<file path="src/rtl/bus_pkg.sv">
// Shared definitions for the serial system bus arbiter.
// Contents:
//   - controller state encoding (state_t)
//   - slave id constants SLAVE0..SLAVE2 and SLAVE_NONE
//   - master/slave counts and the default grant timeout
//   - helpers converting between a 2-bit slave id and a one-hot select
package bus_pkg;

    localparam int unsigned NUM_MASTERS     = 2;
    localparam int unsigned NUM_SLAVES      = 3;
    localparam int unsigned DEFAULT_TIMEOUT = 64;

    typedef enum logic [2:0] {
        StIdle,
        StGrant,
        StAddr0,
        StAddr1,
        StRoute
    } state_t;

    localparam logic [1:0] SLAVE0     = 2'd0;
    localparam logic [1:0] SLAVE1     = 2'd1;
    localparam logic [1:0] SLAVE2     = 2'd2;
    localparam logic [1:0] SLAVE_NONE = 2'd3;

    // One-hot select for a decoded id; SLAVE_NONE selects nobody.
    function automatic logic [NUM_SLAVES-1:0] id_to_sel(input logic [1:0] id);
        logic [NUM_SLAVES-1:0] sel;
        sel = '0;
        case (id)
            SLAVE0:  sel = 3'b001;
            SLAVE1:  sel = 3'b010;
            SLAVE2:  sel = 3'b100;
            default: sel = '0;
        endcase
        return sel;
    endfunction

    // Index of the selected slave; only meaningful when sel is one-hot.
    function automatic logic [1:0] sel_to_id(input logic [NUM_SLAVES-1:0] sel);
        logic [1:0] id;
        id = SLAVE_NONE;
        case (sel)
            3'b001:  id = SLAVE0;
            3'b010:  id = SLAVE1;
            3'b100:  id = SLAVE2;
            default: id = SLAVE_NONE;
        endcase
        return id;
    endfunction

endpackage

</file>
<file path="src/rtl/rr_arbiter2.sv">
// Two-requester round-robin pick, purely combinational.
// Ports:
//   req    in  [1:0]  request per master
//   last   in  1      master served most recently (register kept by parent)
//   winner out 1      master to grant
//   valid  out 1      at least one request present
module rr_arbiter2 (
    input  logic [1:0] req,
    input  logic       last,
    output logic       winner,
    output logic       valid
);

    always_comb begin
        valid  = |req;
        winner = 1'b0;
        case (req)
            2'b01:   winner = 1'b0;
            2'b10:   winner = 1'b1;
            2'b11:   winner = ~last;  // contention: the one not served last
            default: winner = 1'b0;
        endcase
    end

endmodule

</file>
<file path="src/rtl/bus_arbiter.sv">
// Two-master, three-slave arbiter and router for the serial system bus.
// Grants one master at a time (round-robin on contention), decodes the target
// slave from the first two serial address bits after valid_s rises, forwards
// the granted master's serial lines to all slaves and returns the selected
// slave's response lines to the granted master only.
// Ports:
//   clock, reset                    clock and async active-high reset
//   m_bus_req                       per-master request
//   m_addr_tx/m_data_tx/m_valid_s/
//   m_write_en/m_burst_mode         per-master serial lines
//   m_bus_ready                     per-master registered grant (one-hot or 0)
//   m_data_rx/m_slave_ready/
//   m_slave_valid                   per-master return lines (0 for non-granted)
//   s_addr_tx/s_data_tx/s_valid_s/
//   s_write_en/s_burst_mode         broadcast of granted master's lines
//   s_sel                           registered one-hot slave select
//   s_data_rx/s_ready/s_valid_rsp   per-slave return lines
//   grant_id                        current or last granted master
//   timeout_err, decode_err         single-cycle error pulses
module bus_arbiter
    import bus_pkg::*;
#(
    parameter int unsigned TIMEOUT = DEFAULT_TIMEOUT
) (
    input  logic                   clock,
    input  logic                   reset,
    input  logic [NUM_MASTERS-1:0] m_bus_req,
    input  logic [NUM_MASTERS-1:0] m_addr_tx,
    input  logic [NUM_MASTERS-1:0] m_data_tx,
    input  logic [NUM_MASTERS-1:0] m_valid_s,
    input  logic [NUM_MASTERS-1:0] m_write_en,
    input  logic [NUM_MASTERS-1:0] m_burst_mode,
    output logic [NUM_MASTERS-1:0] m_bus_ready,
    output logic [NUM_MASTERS-1:0] m_data_rx,
    output logic [NUM_MASTERS-1:0] m_slave_ready,
    output logic [NUM_MASTERS-1:0] m_slave_valid,
    output logic                   s_addr_tx,
    output logic                   s_data_tx,
    output logic                   s_valid_s,
    output logic                   s_write_en,
    output logic                   s_burst_mode,
    output logic [NUM_SLAVES-1:0]  s_sel,
    input  logic [NUM_SLAVES-1:0]  s_data_rx,
    input  logic [NUM_SLAVES-1:0]  s_ready,
    input  logic [NUM_SLAVES-1:0]  s_valid_rsp,
    output logic                   grant_id,
    output logic                   timeout_err,
    output logic                   decode_err
);

    localparam int unsigned TimerW = (TIMEOUT > 2) ? $clog2(TIMEOUT) : 1;
    localparam logic [TimerW-1:0] TimerMax = TimerW'(TIMEOUT - 1);

    state_t                  state_q, state_d;
    logic                    grant_id_q, grant_id_d;
    logic                    last_q, last_d;
    logic [TimerW-1:0]       timer_q, timer_d;
    logic                    valid_prev_q, valid_prev_d;
    logic [NUM_MASTERS-1:0]  bus_ready_q, bus_ready_d;
    logic [NUM_SLAVES-1:0]   s_sel_q, s_sel_d;
    logic                    id_hi_q, id_hi_d;
    logic                    timeout_err_q, timeout_err_d;
    logic                    decode_err_q, decode_err_d;

    logic                    arb_winner;
    logic                    arb_valid;
    logic                    g_req;
    logic                    g_valid;
    logic                    g_addr;
    logic                    granted;
    logic                    route_active;
    logic [1:0]              sel_id;

    rr_arbiter2 u_rr_arbiter2 (
        .req    (m_bus_req),
        .last   (last_q),
        .winner (arb_winner),
        .valid  (arb_valid)
    );

    assign g_req   = m_bus_req[grant_id_q];
    assign g_valid = m_valid_s[grant_id_q];
    assign g_addr  = m_addr_tx[grant_id_q];

    always_comb begin
        state_d       = state_q;
        grant_id_d    = grant_id_q;
        last_d        = last_q;
        timer_d       = timer_q;
        valid_prev_d  = 1'b0;
        bus_ready_d   = bus_ready_q;
        s_sel_d       = s_sel_q;
        id_hi_d       = id_hi_q;
        timeout_err_d = 1'b0;
        decode_err_d  = 1'b0;

        if (state_q != StIdle) begin
            valid_prev_d = g_valid;
        end

        if (state_q != StIdle && !g_req) begin
            // Release wins over every other transition, including timeout.
            state_d     = StIdle;
            bus_ready_d = '0;
            s_sel_d     = '0;
            last_d      = grant_id_q;
        end else begin
            case (state_q)
                StIdle: begin
                    if (arb_valid) begin
                        state_d             = StGrant;
                        grant_id_d          = arb_winner;
                        bus_ready_d         = '0;
                        bus_ready_d[arb_winner] = 1'b1;
                        timer_d             = '0;
                    end
                end
                StGrant: begin
                    if (g_valid) begin
                        state_d = StAddr0;
                    end else if (timer_q == TimerMax) begin
                        state_d       = StIdle;
                        bus_ready_d   = '0;
                        s_sel_d       = '0;
                        timeout_err_d = 1'b1;
                    end else begin
                        timer_d = timer_q + 1'b1;
                    end
                end
                StAddr0: begin
                    id_hi_d = g_addr;
                    state_d = StAddr1;
                end
                StAddr1: begin
                    state_d = StRoute;
                    s_sel_d = id_to_sel({id_hi_q, g_addr});
                    if ({id_hi_q, g_addr} == SLAVE_NONE) begin
                        decode_err_d = 1'b1;
                    end
                end
                StRoute: begin
                    // New transfer on a fresh valid_s rising edge; keep old s_sel
                    // until the new address is fully decoded.
                    if (g_valid && !valid_prev_q) begin
                        state_d = StAddr0;
                    end
                end
                default: begin
                    state_d     = StIdle;
                    bus_ready_d = '0;
                    s_sel_d     = '0;
                end
            endcase
        end
    end

    always_ff @(posedge clock or posedge reset) begin
        if (reset) begin
            state_q       <= StIdle;
            grant_id_q    <= 1'b0;
            last_q        <= 1'b1;  // master 0 wins the first contention
            timer_q       <= '0;
            valid_prev_q  <= 1'b0;
            bus_ready_q   <= '0;
            s_sel_q       <= '0;
            id_hi_q       <= 1'b0;
            timeout_err_q <= 1'b0;
            decode_err_q  <= 1'b0;
        end else begin
            state_q       <= state_d;
            grant_id_q    <= grant_id_d;
            last_q        <= last_d;
            timer_q       <= timer_d;
            valid_prev_q  <= valid_prev_d;
            bus_ready_q   <= bus_ready_d;
            s_sel_q       <= s_sel_d;
            id_hi_q       <= id_hi_d;
            timeout_err_q <= timeout_err_d;
            decode_err_q  <= decode_err_d;
        end
    end

    assign granted      = bus_ready_q[grant_id_q];
    assign route_active = granted && (s_sel_q != '0);
    assign sel_id       = sel_to_id(s_sel_q);

    // Forward path: granted master's lines, gated by the registered grant so
    // an asynchronous reset silences the slaves immediately.
    always_comb begin
        s_addr_tx    = granted & m_addr_tx[grant_id_q];
        s_data_tx    = granted & m_data_tx[grant_id_q];
        s_valid_s    = granted & m_valid_s[grant_id_q];
        s_write_en   = granted & m_write_en[grant_id_q];
        s_burst_mode = granted & m_burst_mode[grant_id_q];
    end

    // Return path: only the granted master sees the selected slave.
    always_comb begin
        m_data_rx     = '0;
        m_slave_ready = '0;
        m_slave_valid = '0;
        if (route_active && sel_id != SLAVE_NONE) begin
            m_data_rx[grant_id_q]     = s_data_rx[sel_id];
            m_slave_ready[grant_id_q] = s_ready[sel_id];
            m_slave_valid[grant_id_q] = s_valid_rsp[sel_id];
        end
    end

    assign m_bus_ready = bus_ready_q;
    assign s_sel       = s_sel_q;
    assign grant_id    = grant_id_q;
    assign timeout_err = timeout_err_q;
    assign decode_err  = decode_err_q;

endmodule

</file>
<file path="config.mk">
export PLATFORM = sky130hd
export DESIGN_NAME = bus_arbiter
export DESIGN_NICKNAME = d
export VERILOG_FILES = /design/src/rtl/bus_pkg.sv /design/src/rtl/rr_arbiter2.sv /design/src/rtl/bus_arbiter.sv
export SDC_FILE = /design/constraint.sdc
export NUM_CORES = 1
export LEC_CHECK = 0
export BUFFER_PORTS_ARGS = -buffer_cell sky130_fd_sc_hd__buf_2
export CORE_MARGIN = 3
export CORE_UTILIZATION = 52
export CTS_BUF_LIST = sky130_fd_sc_hd__clkbuf_2 sky130_fd_sc_hd__clkbuf_4 sky130_fd_sc_hd__clkbuf_8
export CTS_CLUSTER_DIAMETER = 100
export CTS_CLUSTER_SIZE = 25
export DETAILED_ROUTE_END_ITERATION = 16
export PLACE_DENSITY = 0.81
export SLEW_MARGIN = 20
export SYNTH_ARGS = -nofsm -noshare
export SYNTH_HDL_FRONTEND = slang
export SYNTH_SLANG_ARGS = --single-unit
export TNS_END_PERCENT = 100
</file>
<file path="constraint.sdc">
create_clock -name clock -period 1.9 [get_ports clock]
set_input_delay 0.19 -clock clock [delete_from_list [all_inputs] [get_ports clock]]
set_output_delay 0.19 -clock clock [all_outputs]
set_load 0.05 [all_outputs]
</file>
# == Yosys cells after proc, flatten, opt, wreduce, memory -nomap -nowiden ==
# Cells that the tools add are included.
# totals
wordCells,128
input_bits,23
out_inout_bits,19
reg_bits,20
rom_bits,0
ramBits,0
latch_bits,0
mem_count,0
# classes
mul,0
n_addsub,1
mux,56
bitwise_logic,10
eq_ne,24
shift,0
n_div,0
n_reduce_logical,22
n_lt_le_gt_ge,5
# op_table
op,n
1-bit two-way mux,27
3-bit two-way mux,7
6-bit two-way mux,3
3-bit one-hot mux with 3 select lines,2
3-bit one-hot mux with 5 select lines,1
2-bit two-way mux,7
"3-bit != test, second input constant",4
2-bit one-hot mux with 3 select lines,2
6-bit one-hot mux with 2 select lines,1
"3-bit by 2-bit == test with 1-bit output, second input constant",3
3-bit AND reduction,3
"2-bit == test, second input constant",4
"2-bit != test, second input constant",4
"6-bit by 1-bit adder with 6-bit output, second input constant",1
2-bit bitwise AND,3
1-bit binary-select mux with 2-bit select,3
"3-bit by 1-bit == test with 1-bit output, second input constant",2
"3-bit == test, second input constant",2
"6-bit == test, second input constant",1
1-bit logical AND,6
3-bit nonzero test,2
3-bit OR reduction,2
1-bit bitwise AND,5
5-bit AND reduction,1
other kinds (16),22

# == Longest topological paths before layout ==
# Gate-level depths: netlist of run 1.
# logic_depth
ltp_word,9
mapped_depth,6

# == Cells and area by module ==
# A second synthesis of run 1 with hierarchy kept.
# hier_totals
cells_unflattened,141
hier_area_um2,1263.7
# by_module_without_submodules
module,cells_per_inst,n_inst,area_per_inst_um2
bus_arbiter,139,1,1249.9
rr_arbiter2,2,1,13.8

# == Least setup slack after synthesis of run 1 ==
# OpenSTA, ideal clock, no wires.
# synth_path
kind,register to output
start,register s_sel_q[2] (netlist: s_sel[2])
end,output port m_data_rx[1]
arrival_ps,2054
slack_ps,-344
t_required_ps,1710
stages_incl_launch_ff,5
path_cell_list,dfrtp_1 > nor3b_1 > o21bai_1 > nand3_1 > nor2_1
# synth_via
elab_chain_len,6
elab_cells_between_ends,12
cone_classes,eq/ne: 4; mux: 4; bitwise: 1; reduce/logical: 3
# synth_rtl
item,line_no,rtl
"start, declared",bus_arbiter.sv:60,"logic [NUM_SLAVES-1:0] s_sel_q, s_sel_d;"
"start signal, assigned",bus_arbiter.sv:176,s_sel_q <= s_sel_d;
"3-bit == test, or another cell as far along",bus_pkg.sv:43,case (sel)
2-bit one-hot mux with 3 select lines,bus_pkg.sv:43,
1-bit binary-select mux with 2-bit select,bus_arbiter.sv:203,m_data_rx[grant_id_q] = s_data_rx[sel_id];
1-bit two-way mux (implied by the code),bus_arbiter.sv:203,
2-bit bitwise AND (no source line),n/a,
2-bit two-way mux (*),bus_arbiter.sv:202,if (route_active && sel_id != SLAVE_NONE) begin
"end, declared",bus_arbiter.sv:34,"output logic [NUM_MASTERS-1:0] m_data_rx,"
# Every way passes the cells marked *; elsewhere a longest branch is shown, timed or not. The select of a mux whose other input is x is not followed.

# == Final worst setup path of run 1 ==
# layout_path
start,register s_sel_q[1] (netlist: s_sel[1])
end,output port m_data_rx[0]
# The elaborated chain is that of the path after synthesis.

==> results.cfg, run 1 <==
[critical_path]
cp_max_fo = 6
crit_start = s_sel[1]
arrival_ns = 1.71
start_kind = flop
required_ns = 1.71
end_kind = output pin
ff2ff_path_depth = 4
path_class = reg -> out
rr_startpoint = grant_id
r2r_slack_ns = 0.14
crit_end = m_data_rx[0]
r2r-end = s_sel[0]

[routing]
drtPass1Iterations = 4
drt_iter0_drc = 92
routed_wl_mm = 3.921
ant_nets = 0
vias_per_cell = 6.195
routedWlPerCell_microns = 18.24
num_vias = 1332
drc = 0

[power]
comb_power_share_pct = 59.6
p_sw_w = 0.001273
p_seq_share_pct = 30.3
switching_share_pct = 50.28
p_leak_nw = 0.7806
peakVddDrop_mv = 1.171
power.share.clock_pct = 10.1
power_density_mw_per_mm2 = 1416
p_int_w = 0.001259

[timing]
holdWs_ns = 0.002586
tightest_slew_ns = 0.7774
fmax_mhz = 526.6
clock_skew_ns = 0.005655
fin_crit_sh_pct = 99.95
min_period_ns = 1.899
setup_viol = 0
final_max_slew_viol_count = 0
relSlewSlack_pct = 48.12
hold_viol_final = 0

[floorplan]
pin_count = 42
coreArea_sq_mm = 0.002318
die_area_sq_mm = 0.003182
die_w_microns = 56.41
rows = 17
die_y_microns = 56.41
start_util_pct = 56.99

[global_routing]
grt_pass1_wl_mm = 6.044
grt_usage_pct = 23.57
gr-total-overflow = 0
grt_max_degree = 21
antenna_found_initial = 0
grt_pass1_vias = 1251

[synthesis]
async_reset_ff_share_pct = 100.0
synthTopCellsByArea = dfrtp_1 36%, nand2_1 4.3%, o21ai_0 3.8%, buf_6 3.4%, nor2_1 3.4%
synth.yosys.seq_area_share_pct = 37.97
synthDominantCellAreaShare_pct = 35.98
synth_area_sq_mm = 0.001321
ys_types = 47
synth_seq_cells = 20
synth_warnings = 0
netlist_instances = 142
yosysTopAreaCell = dfrtp_1
synth_edf_count = 0
ys.flop_type = dfrtp_1
syn_avg_cell_area_sq_um = 9.305
synth_fp_nets = 166

[finish]
layout-drive-gt1-share_pct = 47.06
final_common_cell = buf_2
stdcell_count = 215
final_nets = 212
syn2layout_area_growth_pct = 35.32
fin_util_pct = 77.12
final_area_sq_mm = 0.001788
layout_common_cells = 35 x buf_2, 15 x dfrtp_1, 14 x nand2_1
nFillCells = 170
n_antenna_cell = 0

[outcome]
status = completed

[place]
placedCellCount = 208
place.gp.congestion = 0.7840
io_buffers = 41
place_area_sq_mm = 0.001583
dp_hpwl_mm = 2.523

[clock_tree]
clock-root-buffer = clkbuf_4
clockBufferDepth = 2
htreeDepth = 1
cts_hold_buffers = 0
cts.sinks = 20
cts_buffers = 3
cts_tree = yes
clkLatencyLatePin_ns = 0.30
clk_pin_slew_worst_paths_ns = 0.12

[worst_hold_path]
hp-class = in -> async

[run]
maxCapViolCount = 0
## metal layers
layer,track usage (%),wire (microns),vias up
li1,-,-,623
met1,31.41,1626,641
met2,39.57,2024,55
met3,2.529,174,13
met4,8.136,96,0
met5,0,0,-
## synth_stat cells, types with 2 or more instances
cell type	number
o21a_1	2
a22oi_1	3
a31oi_1	3
mux2i_1	4
nor3b_1	2
a2bb2oi_1	3
nor3_1	2
o21ai_0	10
nor2b_1	4
a221oi_1	2
dfrtp_1	19
or3_1	2
nand4_1	2
nor2_1	12
inv_1	4
o2bb2ai_1	2
a21oi_1	6
buf_6	4
mux2_4	2
nand2_1	15
xnor2_1	2
a32o_1	3
a22o_1	2
clkbuf_1	3
o211ai_1	2
nand3_1	6
## through the flow
step	setup TNS (ns)	total power [W]	setup WS [ns]
2_1_floorplan	0	0.001795	0.01571
3_3_place_gp	0	0.002018	0.1666
3_5_place_dp	0	0.002068	0.09592
4_1_cts	0	0.002393	0.01546
5_1_grt	-0.1745	0.002682	-0.05264
6_report	0	0.002532	0.001034
## registers in the layout, indices dropped and copies added (netlist names)
register      cells
decode_err        1
grant_id          1
id_hi_q           1
last_q            1
m_bus_ready       2
s_sel             3
state_q           3
timeout_err       1
timer_q           6
valid_prev_q      1
## worst min-delay path by stage
stage | start | to | depth (start not counted)
after floorplan | reset | decode_err | 1
after global placement | reset | timer_q[5] | 2
after detailed placement | reset | timer_q[5] | 2
after CTS | reset | timer_q[5] | 2
after global routing | reset | state_q[2] | 2
final | reset | s_sel[0] | 2
## final cells by class
type / instances / area, sq um / area share [%]
inverters: 4 / 15.01 / 0.8398
repair buffers: 49 / 291.5 / 16.31
multi-input cells: 110 / 903.4 / 50.52
flip-flops and latches: 20 / 506.7 / 28.34
clock buffers: 4 / 36.28 / 2.029
well taps: 28 / 35.03 / 1.959
## power by group through the flow
| stage | Clock (W) | Combinational (W) | Sequential (W) |
|---|---|---|---|
| 6_report | 0.000256 | 0.00151 | 0.000768 |
| 5_1_grt | 0.000274 | 0.00162 | 0.000791 |
| 4_1_cts | 0.000261 | 0.00137 | 0.000758 |
| 3_5_place_dp | 0 | 0.00133 | 0.000742 |
| 3_3_place_gp | 0 | 0.00129 | 0.000730 |
| 2_1_floorplan | 0 | 0.000987 | 0.000809 |
## cells by family after synthesis
| group | count (synthesis) | share of synthesized area [%] |
|---|---|---|
| compound gates | 48 | 27.37 |
| xor+xnor | 2 | 1.326 |
| fa+ha+maj | 1 | 0.9468 |
| buf+inv | 12 | 5.776 |
| flops | 20 | 37.97 |
| mux | 7 | 6.155 |
| simple gates | 52 | 20.45 |
## what timing repair did
action                     in CTS  in global routing
setup endpoints to repair       6                  6
resized for setup              16                 15
pin swaps                       1                  5
gates cloned                    0                  0
setup buffers                   1                  2
## critical path: stages, from the launching register on
cell and delay, ns:
dfrtp_2 0.50, nor2b_4 0.17, a22oi_2 0.26, a2bb2oi_4 0.22, nor2_2 0.06, buf_4 0.18
No activity file was read; power rests on OpenSTA's default activity.
==> run 2, diff against run 1 <==
--- a/config.mk
+++ b/config.mk
@@ -7,12 +7,12 @@
 export LEC_CHECK = 0
 export BUFFER_PORTS_ARGS = -buffer_cell sky130_fd_sc_hd__buf_2
 export CORE_MARGIN = 3
-export CORE_UTILIZATION = 52
+export CORE_UTILIZATION = 47
 export CTS_BUF_LIST = sky130_fd_sc_hd__clkbuf_2 sky130_fd_sc_hd__clkbuf_4 sky130_fd_sc_hd__clkbuf_8
 export CTS_CLUSTER_DIAMETER = 100
 export CTS_CLUSTER_SIZE = 25
 export DETAILED_ROUTE_END_ITERATION = 16
-export PLACE_DENSITY = 0.81
+export PLACE_DENSITY = 0.78
 export SLEW_MARGIN = 20
 export SYNTH_ARGS = -nofsm -noshare
 export SYNTH_HDL_FRONTEND = slang
==> constraint.sdc (replaced) <==
create_clock -name clock -period 1.7 [get_ports clock]
set_input_delay 0.17 -clock clock [delete_from_list [all_inputs] [get_ports clock]]
set_output_delay 0.17 -clock clock [all_outputs]
set_load 0.05 [all_outputs]
==> results.cfg, run 2 (same netlist as run 1, synthesis figures left out) <==
[outcome]
status = complete, but fails checks
violations = hold timing, setup timing

[critical_path]
r2r_slack_ns = 0.04
required_ns = 1.53
arrival_ns = 1.68
start_kind = flop
crit_start = s_sel[1]
path_class = reg -> out
rr_startpoint = grant_id
end_kind = output pin
cp_max_fo = 4

[floorplan]
die_w_microns = 59.02
die_area_sq_mm = 0.003483
coreArea_sq_mm = 0.002567
die_y_microns = 59.02
pin_count = 42
start_util_pct = 51.46
rows = 18

[clock_tree]
cts_hold_buffers = 0
clkLatencyLatePin_ns = 0.30
htreeDepth = 1
clk_pin_slew_worst_paths_ns = 0.12
clock-root-buffer = clkbuf_4
cts_buffers = 3
cts.sinks = 20
clockBufferDepth = 2
cts_tree = yes

[power]
power_density_mw_per_mm2 = 1589
peakVddDrop_mv = 1.151
p_total_w = 0.003086
p_leak_nw = 0.8618

[global_routing]
antenna_found_initial = 0
gr-total-overflow = 0
use_met2_pct = 45.74
grt_usage_pct = 24.35
grt_max_degree = 21
grt_busiest_layer = met2
grt_pass1_vias = 1327
gr-usage-met3_pct = 3.922
grt_pass1_wl_mm = 6.403
grt_use_met1_pct = 27.22

[place]
io_buffers = 41
place.gp.congestion = 0.8711
dp_hpwl_mm = 2.612

[routing]
num_vias = 1397
drtPass1Iterations = 4
routedWlPerCell_microns = 18.93
routed_wl_mm = 4.221
drt_iter0_drc = 94
vias_per_cell = 6.265
ant_nets = 0
drc = 0

[finish]
layout_common_cells = 33 x buf_2, 15 x dfrtp_1, 14 x nand2_1
final_common_cell = buf_2
n_antenna_cell = 0
largest-register = timer_q
final_nets = 218
layout-drive-gt1-share_pct = 53.37
largest_register_ffs = 6
syn2layout_area_growth_pct = 46.97

[timing]
rsz0062_at_grt = yes
setup_slack_ns = -0.1498
relSlewSlack_pct = 48.54
hold_viol_final = 19
holdWs_ns = -0.01226
tightest_slew_ns = 0.7710
setup_viol = 6
min_period_ns = 1.850
clock_skew_ns = 0.004740
fin_crit_sh_pct = 108.8
fmax_mhz = 540.6
final_max_slew_viol_count = 0

[run]
maxCapViolCount = 0

[worst_hold_path]
hp-class = in -> async
## run 2: cell type report
| class | count | area (sq um) |
|---|---|---|
| multi-input cells | 111 | 978.4 |
| well taps | 30 | 37.54 |
| clock buffers | 4 | 36.28 |
| fillers | 177 | 625.6 |
| inverters | 4 | 15.01 |
| flip-flops and latches | 20 | 506.7 |
| repair buffers | 54 | 367.9 |
## run 2: stage by stage
stage               setup TNS [ns]  std cells  setup WS (ns)  instance area (sq um)  utilization, %
global route                -1.091        223        -0.1983                   1942           75.63
detailed placement        -0.01144        213      -0.007975                   1629           63.45
CTS                        -0.3722        221       -0.08063                   1857           72.32
global placement                 0        213        0.05596                   1629           63.45
finish                     -0.7488        223        -0.1498                   1942           75.63
floorplan                  -0.5170        142       -0.07733                   1388               -
## run 2: worst paths after layout
check / to / cells after the start
setup / recovery: m_slave_valid[1] / 5
hold / removal: state_q[2] / 2
setup reg to reg: s_sel[1] / 5
hold reg to reg: timer_q[5] / 1
max in group asynchronous: grant_id / 2
min in group clock: last_q / 3
## run 2: critical path, stage by stage, from the launching register on
cell	delay [ns]
dfrtp_2	0.48
nor2b_2	0.21
a22oi_2	0.23
a2bb2oi_4	0.23
nor2_4	0.07
buf_8	0.15
## run 2: metal layers
layer,up-vias,part of all wire (%)
met1,683,37
met5,-,0
li1,641,-
met3,13,5.7
met2,60,54
met4,0,3.3
## run 2: power breakdown
part           leakage, nW  internal, W  switching, W
combinational        0.582     0.000816       0.00117
clock               0.0210     0.000131      0.000148
sequential           0.259     0.000619      0.000204
## run 2: what timing repair did
action / in CTS / in global routing
setup endpoints to repair: 8 / 17
cloned: 0 / 1
buffers inserted: 4 / 1
resized for setup: 35 / 13
pin swaps: 7 / 4
==> run 3, diff against run 2 <==
--- a/config.mk
+++ b/config.mk
@@ -5,14 +5,17 @@
 export SDC_FILE = /design/constraint.sdc
 export NUM_CORES = 1
 export LEC_CHECK = 0
+export ABC_AREA = 1
 export BUFFER_PORTS_ARGS = -buffer_cell sky130_fd_sc_hd__buf_2
+export CELL_PAD_IN_SITES_DETAIL_PLACEMENT = 1
+export CELL_PAD_IN_SITES_GLOBAL_PLACEMENT = 2
 export CORE_MARGIN = 3
-export CORE_UTILIZATION = 47
+export CORE_UTILIZATION = 25
 export CTS_BUF_LIST = sky130_fd_sc_hd__clkbuf_2 sky130_fd_sc_hd__clkbuf_4 sky130_fd_sc_hd__clkbuf_8
 export CTS_CLUSTER_DIAMETER = 100
 export CTS_CLUSTER_SIZE = 25
 export DETAILED_ROUTE_END_ITERATION = 16
-export PLACE_DENSITY = 0.78
+export PLACE_DENSITY_LB_ADDON = 0.1
 export SLEW_MARGIN = 20
 export SYNTH_ARGS = -nofsm -noshare
 export SYNTH_HDL_FRONTEND = slang
==> results.cfg, run 3 <==
[timing]
holdWs_ns = 0.2740
fin_crit_sh_pct = 101.9
clock_skew_ns = 0.005387
rsz0062_at_grt = yes
relSlewSlack_pct = 78.69
final_max_slew_viol_count = 0
hold_viol_final = 0
fin_setup_tns_ns = -0.04430
tightest_slew_ns = 0.3134
fmax_mhz = 577.5
setup_viol = 2
min_period_ns = 1.732
setup_slack_ns = -0.03165

[floorplan]
die_y_microns = 82.03
pin_count = 42
coreArea_sq_mm = 0.005540
start_util_pct = 26.08
rows = 27
die_area_sq_mm = 0.006729
die_w_microns = 82.03

[worst_hold_path]
hp-class = in -> reg
hold_start = m_valid_s[0]

[power]
p_total_w = 0.003218
peakVddDrop_mv = 0.6540
power_density_mw_per_mm2 = 1526
p_leak_nw = 1.089

[outcome]
violations = setup timing
status = complete, but fails checks

[global_routing]
grt_busiest_layer = met2
use_met2_pct = 24.47
grt_pass1_vias = 1485
grt_pass1_wl_mm = 6.948
grt_usage_pct = 13.50
antenna_found_initial = 0
grt_use_met1_pct = 16.23
grt_max_degree = 21
gr-usage-met3_pct = 2.193
gr-total-overflow = 0

[finish]
final_nets = 304
final_common_cell = nand2_1
layout-drive-gt1-share_pct = 39.07
nFillCells = 730
largest-register = timer_q
largest_register_ffs = 6
syn2layout_area_growth_pct = 45.97
n_antenna_cell = 0
final_area_sq_mm = 0.002110
layout_common_cells = 78 x nand2_1, 32 x buf_2, 22 x inv_1

[clock_tree]
cts_buffers = 3
clk_pin_slew_worst_paths_ns = 0.08
cts.sinks = 20
clock-root-buffer = clkbuf_8
clkLatencyLatePin_ns = 0.26
htreeDepth = 1
clockBufferDepth = 2
cts_tree = yes

[synthesis]
yosysTopAreaCell = dfrtp_1
async_reset_ff_share_pct = 100.0
synthTopCellsByArea = dfrtp_1 33%, nand2_1 22%, nand3_1 8.0%, inv_1 6.8%, nor2_1 6.0%
synth_top_cells_by_count = 83 x nand2_1, 26 x inv_1, 23 x nand3_1, 23 x nor2_1, 19 x dfrtp_1
synth_edf_count = 0
syn_avg_cell_area_sq_um = 6.480
ys_types = 27
netlist_instances = 223
yosysMostFrequentCell = nand2_1
synth_warnings = 0
synth_fp_nets = 247
synth_seq_cells = 20
ys.flop_type = dfrtp_1
synth_area_sq_mm = 0.001445
synthDominantCellAreaShare_pct = 32.90
synth.yosys.seq_area_share_pct = 34.72

[place]
dp_hpwl_mm = 3.495
place.gp.congestion = 0.7264
place_area_sq_mm = 0.001869
dp_slack_ns = 0.05805
io_buffers = 41

[routing]
ant_nets = 0
drt_iter0_drc = 38
routed_wl_mm = 4.450
routedWlPerCell_microns = 12.68
num_vias = 1538
drc = 0
vias_per_cell = 4.382
drtPass1Iterations = 2

[critical_path]
required_ns = 1.53
crit_chain = or2_4, nand4_1, nand3_4, a21oi_4, buf_6
path_class = reg -> out
crit_start = s_sel[2]
rr_startpoint = timer_q[1]
crit_path_top_delay_cell = dfrtp_2
cpPeakStageDelay_ns = 0.43
arrival_ns = 1.56
path_buf_inv = 1
critical_path.top_delay_family = simple AND/OR/NAND/NOR gates
start_kind = flop
end_kind = output pin
cp_max_fo = 4

[run]
maxCapViolCount = 0
## run 3: changes by cell type in the layout (fill, tap and decap cells not counted), sizes merged, moves of 4 or more
cell / change
mux2: -4
inv: +27
nor2: +17
nand2: +74
nand3: +19
nor2b: -4
## run 3: worst register-to-register path, delay by kind of cell (launching register included)
kind                       cells  cell delay (ns)
AOI/OAI and AO/OA              1             0.19
and+or+nand+nor                6             0.58
adders and majority gates      1             0.21
DFF                            1             0.39
## run 3: path summary, 6_finish.rpt
check	slack [ns]	cells after the start	endpoint
max in group asynchronous	0.95	4	last_q
min	0.27	5	valid_prev_q
min in group asynchronous	0.48	4	m_bus_ready[1]
max	-0.03	5	m_slave_ready[1]
max reg2reg	0.22	8	s_sel[0]
min reg2reg	0.47	2	last_q
## run 3: what timing repair did
item / CTS / global route
resized for setup: 34 / 11
buffers inserted: 2 / 2
setup endpoints to repair: 11 / 11
pin swaps: 5 / 0
endpoints found under the hold margin: 19 / 0
hold buffers: 1 / 0
## run 3: per-stage QoR
stage          utilization (%)  cells
2_1_floorplan                -    223
3_3_place_gp             33.74    342
3_5_place_dp             33.74    342
4_1_cts                  37.13    349
5_1_grt                  38.08    351
6_report                 38.08    351
## run 3: where the power goes
| part | switching (W) | internal (W) |
|---|---|---|
| combinational | 0.00138 | 0.000670 |
| sequential | 0.000173 | 0.000620 |
| clock | 0.000167 | 0.000207 |
## run 3: kinds of logic (layout without fill, tap and decap cells)
kind of cell	count (synthesis)	after routing	synth area share, %
buffers and inverters	33	89	9.351
flip-flops	20	20	34.72
adder cells (fa/ha/maj)	1	1	0.8657
multiplexers	1	1	0.6927
XOR/XNOR	1	1	0.6062
AND/OR/NAND/NOR	150	150	47.71
AO/OA/AOI/OAI	17	17	6.060
## run 3: layout make-up
| cell class | count | area [sq um] | share of cell area, % |
|---|---|---|---|
| well taps | 72 | 90.09 | 4.270 |
| repair buffers | 54 | 357.8 | 16.96 |
| inverters | 31 | 118.9 | 5.635 |
| multi-input cells | 170 | 979.7 | 46.44 |
| clock buffers | 4 | 55.05 | 2.610 |
| flip-flops and latches | 20 | 508.0 | 24.08 |
## run 3: routing by layer
metal	wire length, microns	share of wire, %
met5	0	0
met4	35	0.79
met3	203	4.6
met2	2268	51
met1	1941	44
